`src/rtl/store_queue_ctrl.sv`:
```
// store_queue_ctrl: in-order store queue that sizes, aligns and drains MEM-stage stores to data memory
// Ports:
//   i_clk, i_reset                 clock, synchronous active-high reset
//   i_st_valid/size/addr/data      store offered by the MEM stage
//   o_st_stall                     queue full, pipeline must hold the store
//   o_st_misalign                  one-cycle pulse: last offered store was misaligned and dropped
//   i_ld_valid, i_ld_addr          load probe; o_ld_conflict flags a pending store to the same word
//   o_mem_req/addr/wdata/be        write request to data memory, held stable until i_mem_ack
//   i_mem_ack                      memory accepted the request this cycle
//   o_empty, o_count               queue occupancy
module store_queue_ctrl #(
   parameter int DEPTH  = 4,
   parameter int ADDR_W = 32
) (
   input  logic                      i_clk,
   input  logic                      i_reset,
   input  logic                      i_st_valid,
   input  logic [1:0]                i_st_size,
   input  logic [ADDR_W-1:0]         i_st_addr,
   input  logic [31:0]               i_st_data,
   output logic                      o_st_stall,
   output logic                      o_st_misalign,
   input  logic                      i_ld_valid,
   input  logic [ADDR_W-1:0]         i_ld_addr,
   output logic                      o_ld_conflict,
   output logic                      o_mem_req,
   output logic [ADDR_W-1:0]         o_mem_addr,
   output logic [31:0]               o_mem_wdata,
   output logic [3:0]                o_mem_be,
   input  logic                      i_mem_ack,
   output logic                      o_empty,
   output logic [$clog2(DEPTH):0]    o_count
);
   localparam int PW = $clog2(DEPTH);
   localparam int CW = PW + 1;
   typedef enum logic {S_IDLE, S_REQ} state_t;
   state_t             r_state;
   logic [ADDR_W-3:0]  r_q_addr [DEPTH];
   logic [31:0]        r_q_data [DEPTH];
   logic [3:0]         r_q_be   [DEPTH];
   logic [DEPTH-1:0]   r_q_valid;
   logic [PW-1:0]      r_wr_ptr, r_rd_ptr;
   logic [CW-1:0]      r_count;
   logic               r_misalign, r_mem_req;
   logic [ADDR_W-1:0]  r_mem_addr;
   logic [31:0]        r_mem_wdata;
   logic [3:0]         r_mem_be;
   logic               w_is_word, w_is_half, w_aligned, w_enq, w_pop, w_bypass, w_hit;
   logic [3:0]         w_be;
   logic [31:0]        w_data;
   logic [PW-1:0]      w_nxt_idx;
   logic [CW-1:0]      w_cnt_nxt;
   logic               w_unused;
   assign w_is_word  = (i_st_size == 2'b00) | (i_st_size == 2'b11);
   assign w_is_half  = (i_st_size == 2'b01);
   assign w_aligned  = w_is_word ? (i_st_addr[1:0] == 2'b00) : (w_is_half ? !i_st_addr[0] : 1'b1);
   assign w_be       = w_is_word ? 4'b1111 : (w_is_half ? 4'b0011 << i_st_addr[1:0] : 4'b0001 << i_st_addr[1:0]);
   assign w_data     = w_is_word ? i_st_data : (w_is_half ? {2{i_st_data[15:0]}} : {4{i_st_data[7:0]}});
   // stall comes from the registered count only, so mem_ack never reaches the pipeline combinationally
   assign o_st_stall = (r_count == CW'(DEPTH));
   assign w_enq      = i_st_valid & !o_st_stall & w_aligned;
   assign w_pop      = (r_state == S_REQ) & i_mem_ack;
   assign w_cnt_nxt  = r_count + CW'(w_enq) - CW'(w_pop);
   assign w_nxt_idx  = r_rd_ptr + PW'(1);
   // popping the last entry while one is enqueued: the next head is still on the input bus
   assign w_bypass   = (r_count == CW'(1)) & w_enq;
   assign w_unused   = ^i_ld_addr[1:0];
   always_comb begin
      w_hit = 1'b0;
      for (int i = 0; i < DEPTH; i++)
         if (r_q_valid[i] && r_q_addr[i] == i_ld_addr[ADDR_W-1:2]) w_hit = 1'b1;
   end
   assign o_ld_conflict = i_ld_valid & w_hit;
   always_ff @(posedge i_clk) begin
      if (i_reset) begin
         for (int i = 0; i < DEPTH; i++) begin
            r_q_addr[i] <= '0;
            r_q_data[i] <= '0;
            r_q_be[i]   <= '0;
         end
         r_q_valid   <= '0;
         r_wr_ptr    <= '0;
         r_rd_ptr    <= '0;
         r_count     <= '0;
         r_misalign  <= 1'b0;
         r_state     <= S_IDLE;
         r_mem_req   <= 1'b0;
         r_mem_addr  <= '0;
         r_mem_wdata <= '0;
         r_mem_be    <= '0;
      end else begin
         r_misalign <= i_st_valid & !o_st_stall & !w_aligned;
         if (w_pop) begin
            r_q_valid[r_rd_ptr] <= 1'b0;
            r_rd_ptr            <= w_nxt_idx;
         end
         if (w_enq) begin
            r_q_addr[r_wr_ptr]  <= i_st_addr[ADDR_W-1:2];
            r_q_data[r_wr_ptr]  <= w_data;
            r_q_be[r_wr_ptr]    <= w_be;
            r_q_valid[r_wr_ptr] <= 1'b1;
            r_wr_ptr            <= r_wr_ptr + PW'(1);
         end
         r_count <= w_cnt_nxt;
         case (r_state)
            S_IDLE: if (r_count != '0) begin
               r_state     <= S_REQ;
               r_mem_req   <= 1'b1;
               r_mem_addr  <= {r_q_addr[r_rd_ptr], 2'b00};
               r_mem_wdata <= r_q_data[r_rd_ptr];
               r_mem_be    <= r_q_be[r_rd_ptr];
            end
            S_REQ: if (i_mem_ack) begin
               if (w_cnt_nxt != '0) begin
                  r_mem_addr  <= w_bypass ? {i_st_addr[ADDR_W-1:2], 2'b00} : {r_q_addr[w_nxt_idx], 2'b00};
                  r_mem_wdata <= w_bypass ? w_data : r_q_data[w_nxt_idx];
                  r_mem_be    <= w_bypass ? w_be : r_q_be[w_nxt_idx];
               end else begin
                  r_state   <= S_IDLE;
                  r_mem_req <= 1'b0;
               end
            end
            default: r_state <= S_IDLE;
         endcase
      end
   end
   assign o_st_misalign = r_misalign;
   assign o_mem_req     = r_mem_req;
   assign o_mem_addr    = r_mem_addr;
   assign o_mem_wdata   = r_mem_wdata;
   assign o_mem_be      = r_mem_be;
   assign o_count       = r_count;
   assign o_empty       = (r_count == '0);
endmodule

```
`config.mk`:
```
export PLATFORM = sky130hd
export DESIGN_NAME = store_queue_ctrl
export DESIGN_NICKNAME = d
export VERILOG_FILES = /design/src/rtl/store_queue_ctrl.sv
export SDC_FILE = /design/constraint.sdc
export NUM_CORES = 1
export LEC_CHECK = 0
export CAP_MARGIN = 20
export CORE_ASPECT_RATIO = 2
export CORE_MARGIN = 2
export CORE_UTILIZATION = 44
export CTS_CLUSTER_SIZE = 12
export DETAILED_ROUTE_END_ITERATION = 12
export GPL_TIMING_DRIVEN = 0
export HOLD_SLACK_MARGIN = 0.15
export PLACE_DENSITY = 0.67
export SYNTH_ARGS = -nofsm -noshare
export SYNTH_HDL_FRONTEND = slang
export SYNTH_SLANG_ARGS = --single-unit
```
`constraint.sdc`:
```
create_clock -name i_clk -period 11.05 [get_ports i_clk]
set_clock_uncertainty 0.05 [all_clocks]
set_input_delay 2.7625 -clock i_clk [delete_from_list [all_inputs] [get_ports i_clk]]
set_output_delay 2.7625 -clock i_clk [all_outputs]
set_load 0.02 [all_outputs]
```
==> results_dict.tcl, run 1 <==
set metrics [dict create \
    vdd.ir_drop.worst_v 0.000132 \
    antenna_found_initial 4 \
    num_vias 13600 \
    seq_area_frac_synth 0.506 \
    cts_resized 0 \
    core_area_mm2 0.0426 \
    globalRoute.totalOverflow 0 \
    rr_worst_depth 15 \
    initial_utilization 0.445 \
    powerDensity_mw_per_mm2 211 \
    pwr-share-comb 0.405 \
    gp_congestion 0.968 \
    grt_max_degree 46 \
    tns_ns 0 \
    row_count 107 \
    hold_viol 0 \
    numPortBuffers 161 \
    synth_compound_area_frac 0.0661 \
    detail_route.wl_per_cell_um 29.1 \
    area_growth_pct 18.8 \
    yosys-top-cells-area "edfxtp_1 (42%), mux4_2 (16%), dfxtp_1 (8.7%), and2_1 (4.5%), mux2i_1 (3.7%)" \
    drt-total-wl_mm 65.5 \
    timing.fmax_mhz 115 \
    synth-seq-cells 346 \
    ant_nets 0 \
    worst_pin_slew_ns 1.13 \
    post-place-ws_ns 2.46 \
    numCtsBuffers 35 \
    cts_tree "done" \
    synthSimpleGateAreaFrac 0.125 \
    netlist_area_mm2 0.0189 \
    synth_top_family_by_area "multiplexers" \
    nNetsFinal 1789 \
    synthMuxAreaShare 0.200 \
    design_area_mm2 0.0225 \
    switching_power_mw 1.77 \
    ios 179 \
    period_minus_slack_ns 8.68 \
    clock_latency_ns 0.55 \
    p_total_mw 4.75 \
    setup_violations 0 \
    die-area_mm2 0.0448 \
    cts_sinks 346 \
    dp.final_hpwl_mm 48.6 \
    vias_per_cell 6.06 \
    synth_xor_area_frac 0.0577 \
    fin_ws_ns 2.37 \
    cts_setup_buffers 0 \
    seqPwrFrac 0.359 \
    final_core_util 0.528 \
    rr_startpoint "o_count[1]" \
    ctsHoldBuffers 0 \
    synth_top_cells_by_count "edfxtp_1 (264), nor2_1 (168), and2_1 (135)" \
    synthCells 1467 \
    htreeDepth 2 \
    root_buffer "clkbuf_16" \
    drive_gt1_frac 0.156 \
    synth.distinct_cells 52 \
    clock_power_share 0.236 \
    fillers 3738 \
    synthAdderAreaFrac 0.00833 \
    slew_viol_final 0 \
    synth_ff_type "edfxtp_1" \
    cts_buffer_depth 3 \
    grt_pass1_vias 14400 \
    relSlewSlack 0.246 \
    place_area_mm2 0.0215 \
    cp.required_ns 8.24 \
    avgSynthCellArea_um2 12.9 \
    yosys_warnings 0 \
    startpoint_type "primary input" \
    min_from "o_mem_req" \
    die_height_um 297 \
    grt_pass1_wl_mm 94.1 \
    async_flop_share 0 \
    die_w_um 151 \
    hold_end "o_mem_req" \
    synth_edf_count 264 \
    cp_max_fo 4 \
    yosysMostFrequentCell "edfxtp_1" \
    initialDrtViolationCount 1008 \
    reg2reg_to "o_mem_addr[29]" \
    hp-class "register to register" \
    yosysTopAreaCell "edfxtp_1" \
    grt_usage 0.294 \
    min_period_over_period 0.786 \
    yosysTopAreaCellShare 0.419 \
    p_int_mw 2.99 \
    switching_share 0.372 \
    post-route-drc-count 0 \
    min_delay_path_depth 2 \
    maxCapViolations 0 \
    rsz0062_at_grt "no" \
    end_kind "output port" \
    outcome "finished, final reports clean" \
    drtPass1Iterations 5 \
    cp.arrival_ns 5.87 \
    path_clk_slew_ns 0.06 \
    power_leakage_nw 8.69 \
    rrSetupSlack_ns 6.88 \
    critical_path_class "primary input to output port" \
]
==> worst max path at each step <==
| stage | from | end | slack [ns] | cells past startpoint |
|---|---|---|---|---|
| finish | i_ld_addr[21] | o_ld_conflict | 2.37 | 7 |
| CTS | i_ld_addr[21] | o_ld_conflict | 2.44 | 7 |
| floorplan | i_st_size[1] | r_q_addr[3][0] | 1.83 | 7 |
| global route | i_ld_addr[21] | o_ld_conflict | 2.45 | 7 |
| global placement | i_st_size[1] | r_q_addr[3][22] | -3.75 | 8 |
| detailed placement | i_ld_addr[21] | o_ld_conflict | 2.46 | 7 |
==> worst max-delay path, cell delays in order <==
cell and delay (ns):
clkdlybuf4s50_1 0.54, xnor2_1 0.61, nand4_1 0.29, nor4_1 0.57, nand4_1 0.17, a41oi_1 0.27
clkdlybuf4s50_1 0.65
==> area by class of cell <==
type	count	area (um2)	area share
sequential	346	9570	0.426
clock buffer	58	972	0.0433
clock inverter	5	37.5	0.00167
inverter	22	83.8	0.00373
tap	545	682	0.0303
antenna	4	10.0	0.000445
multi-input combinational	972	8700	0.387
timing repair buffer	169	1810	0.0804
buffer	128	614	0.0273
==> sequential cells by signal (all words and copies together), names as in the netlist, 2 cells and up, named ones only <==
signal       count
o_mem_be         4
r_wr_ptr         2
r_q_be          16
o_count          3
r_rd_ptr         2
r_q_data       128
r_q_valid        4
o_mem_addr      30
o_mem_wdata     32
r_q_addr       120
==> layer usage <==
metal  vias up  track usage  wire length [um]
met1      6867        0.301             20800
met5         -            0                16
li1       5909            -                 -
met3       196       0.0357              3740
met2       654        0.531             35100
met4         2        0.221              5860
==> power by group through the flow <==
stage / combinational (mW) / clock, mW / sequential, mW
global placement: 1.89 / 0 / 1.73
CTS: 1.93 / 1.12 / 1.70
finish: 1.93 / 1.12 / 1.71
floorplan: 1.09 / 0 / 1.79
global route: 2.04 / 1.17 / 1.72
detailed placement: 1.92 / 0 / 1.73
==> cell usage in the layout, fill, tap and decap left out, types with 35 or more instances in the layout <==
cell / count
clkdlybuf4s50_1: 161
and3_1: 38
nor2_1: 168
mux4_2: 132
and2_1: 135
xor2_1: 44
buf_2: 38
edfxtp_1: 264
dfxtp_1: 82
clkbuf_16: 35
mux2i_1: 70
xnor2_1: 78
clkbuf_1: 85
nand2_1: 75
o211a_1: 45
==> cell families after synthesis <==
group	Yosys count
and+or+nand+nor	476
DFF	346
AOI/OAI and AO/OA	147
buffers and inverters	150
xor gates and xnor gates	123
other	1
adders and majority gates	12
muxes	212
==> stage by stage <==
step                      hold slack (ns)  instances
after floorplan                     0.415       1468
after global placement              0.396       2174
after detailed placement            0.413       2182
after CTS                           0.421       2245
after global routing                0.443       2248
final                               0.420       2249
Note: power is estimated with default switching activity, not from simulation.
==> run 2, diff against run 1 <==
==> constraint.sdc (replaced) <==
create_clock -name i_clk -period 8.5 [get_ports i_clk]
set_clock_uncertainty 0.05 [all_clocks]
set_input_delay 2.125 -clock i_clk [delete_from_list [all_inputs] [get_ports i_clk]]
set_output_delay 2.125 -clock i_clk [all_outputs]
set_load 0.02 [all_outputs]
==> run 2 against run 1 <==
  * Non-clock buffer count did not move
  * Wire length rose by 1.2%
  * First-iteration DRC count rose by 16%
  * Final cell count barely moved
  * Critical path depth did not move
  * Worst setup slack got worse by 1.1 ns
  * Die area did not move
  * Global-route usage rose by 0.33 points
  * Total power rose by 30%
  * Cell area barely moved
  * Sequential power rose by 30%
  * Via count barely moved
  * Highest routed layer unchanged
==> results_dict.tcl, run 2 (synthesis gave the netlist of run 1 again) <==
set metrics [dict create \
    crit_chain "clkdlybuf4s50_1 > xnor2_1 > nand4_1 > nor4_1 > nand4_1 > a41oi_1 > clkdlybuf4s50_1" \
    grt_max_degree 50 \
    power_leakage_nw 8.68 \
    layout_common_cells "edfxtp_1 (264), nor2_1 (168), clkdlybuf4s50_1 (161)" \
    hp-class "register to register" \
    num_vias 13600 \
    met2_usage 0.541 \
    detail_route.wl_per_cell_um 29.5 \
    min_from "o_mem_req" \
    maxCapViolations 0 \
    outcome "finished, final reports clean" \
    cp-startpoint "i_ld_addr[10]" \
    antenna_found_initial 2 \
    vdd.ir_drop.worst_v 0.000167 \
    fillers 3717 \
    die_w_um 151 \
    reg2reg_to "o_mem_addr[29]" \
    rr_worst_depth 15 \
    cp.required_ns 6.33 \
    gp_congestion 0.965 \
    timing.fmax_mhz 139 \
    grt_pass1_vias 14600 \
    die-area_mm2 0.0448 \
    cts_resized 0 \
    rr_startpoint "o_count[1]" \
    clock_latency_ns 0.55 \
    ctsHoldBuffers 0 \
    final_common_cell "edfxtp_1" \
    cp_top_family "buffers and inverters" \
    rsz0062_at_grt "no" \
    place_area_mm2 0.0214 \
    cp.arrival_ns 5.03 \
    cp_max_fo 4 \
    met3_usage 0.0322 \
    drt-total-wl_mm 66.3 \
    worst_path_max_delay_cell "xnor2_1" \
    relSlewSlack 0.303 \
    regMostFlops "r_q_data" \
    ant_nets 0 \
    tns_ns 0 \
    setup_violations 0 \
    startpoint_type "primary input" \
    worst_pin_slew_ns 1.05 \
    rrSetupSlack_ns 4.24 \
    met1_usage 0.309 \
    largest_reg_flops 128 \
    design_area_mm2 0.0225 \
    min_period_over_period 0.847 \
    grt_pass1_wl_mm 95.4 \
    nNetsFinal 1789 \
    grt.busiest_layer "met2" \
    post-route-drc-count 0 \
    die_height_um 297 \
    globalRoute.totalOverflow 0 \
    ios 179 \
    cts_sinks 346 \
    crit_path_max_incr_delay_ns 0.66 \
    row_count 107 \
    vias_per_cell 6.06 \
    cts_setup_buffers 0 \
    area_growth_pct 18.7 \
    dp.final_hpwl_mm 49.5 \
    initialDrtViolationCount 1167 \
    slew_viol_final 0 \
    htreeDepth 2 \
    hold_end "o_mem_req" \
    cts_tree "done" \
    end_kind "output port" \
    hold_ws_ns 0.419 \
    cts_buffer_depth 3 \
    core_area_mm2 0.0426 \
    drive_gt1_frac 0.155 \
    period_minus_slack_ns 7.20 \
    initial_utilization 0.445 \
    grt_usage 0.297 \
    root_buffer "clkbuf_16" \
    numPortBuffers 161 \
    numCtsBuffers 35 \
    min_delay_path_depth 2 \
    powerDensity_mw_per_mm2 275 \
    drtPass1Iterations 6 \
    hold_viol 0 \
    path_clk_slew_ns 0.06 \
    critical_path_class "primary input to output port" \
    critPathBufInv 2 \
]
[run 2: changes by cell type in the layout (fill, tap and decap cells not counted)]
cell,before,now
buf_16,6,5
buf_8,2,3
clkinv_1,2,4
clkinv_8,0,2
diode_2,4,2
inv_4,1,0
inv_6,3,0
[run 2: worst register-to-register path, delay by kind of cell (launching register included)]
family                   cells  cell delay (ns)
adder cells (fa/ha/maj)      3             0.89
flip-flops                   1             0.48
AO/OA/AOI/OAI                4             0.99
buffers and inverters        5             1.22
AND/OR/NAND/NOR              2             0.28
XOR/XNOR                     1             0.25
[run 2: worst max path at each step]
| stage | end | slack (ns) | cells after the start |
|---|---|---|---|
| final | o_ld_conflict | 1.30 | 7 |
| after global routing | o_ld_conflict | 1.23 | 7 |
| after CTS | o_ld_conflict | 1.27 | 7 |
| after detailed placement | o_ld_conflict | 1.30 | 7 |
| after global placement | r_q_addr[3][22] | -1.58 | 8 |
| after floorplan | r_q_addr[3][0] | 1.99 | 7 |
[run 2: power breakdown]
part | internal, mW | total, mW | switching [mW]
Combinational | 1.04 | 2.50 | 1.46
Clock | 0.785 | 1.45 | 0.666
Sequential | 2.06 | 2.22 | 0.163
Total | 3.88 | 6.17 | 2.29
[run 2: cell type report]
cell class              instances  area, um2  area share
diodes                          2       5.00    0.000223
plain buffers                 128        614      0.0273
clock inverters                 5       45.0     0.00201
repair buffers                169       1790      0.0799
well taps                     545        682      0.0304
multi-input cells             972       8700       0.387
inverters                      22       83.8     0.00373
flip-flops and latches        346       9570       0.426
clock buffers                  58        972      0.0433
[run 2: routing by layer]
| metal | wire, um | share of wire |
|---|---|---|
| met1 | 21300 | 0.32 |
| met2 | 35700 | 0.54 |
| met3 | 3670 | 0.055 |
| met4 | 5620 | 0.085 |
| met5 | 12 | 0.00018 |
[run 2: stage by stage]
step	total power [mW]	util	instances	setup WS, ns
2_1_floorplan	3.75	-	1468	1.99
3_3_place_gp	4.69	0.499	2174	-1.58
3_5_place_dp	4.73	0.504	2182	1.30
4_1_cts	6.17	0.528	2245	1.27
5_1_grt	6.40	0.528	2246	1.23
6_report	6.17	0.528	2247	1.30
==> run 3, diff against run 2 <==
==> constraint.sdc (replaced) <==
create_clock -name i_clk -period 6.89 [get_ports i_clk]
set_clock_uncertainty 0.05 [all_clocks]
set_input_delay 1.7225 -clock i_clk [delete_from_list [all_inputs] [get_ports i_clk]]
set_output_delay 1.7225 -clock i_clk [all_outputs]
set_load 0.02 [all_outputs]
==> results of run 3 <==
Same layout as run 2 (identical final DEF). Status: finished, final reports clean.
Main changes from that run: setup slack after placement 1.30 ns -> 0.471 ns; setup slack after layout 1.30 ns -> 0.494 ns; register-to-register setup slack 4.24 ns -> 2.63 ns; total power 6.17 mW -> 7.61 mW; worst IR drop on VDD 0.000167 V -> 0.000206 V
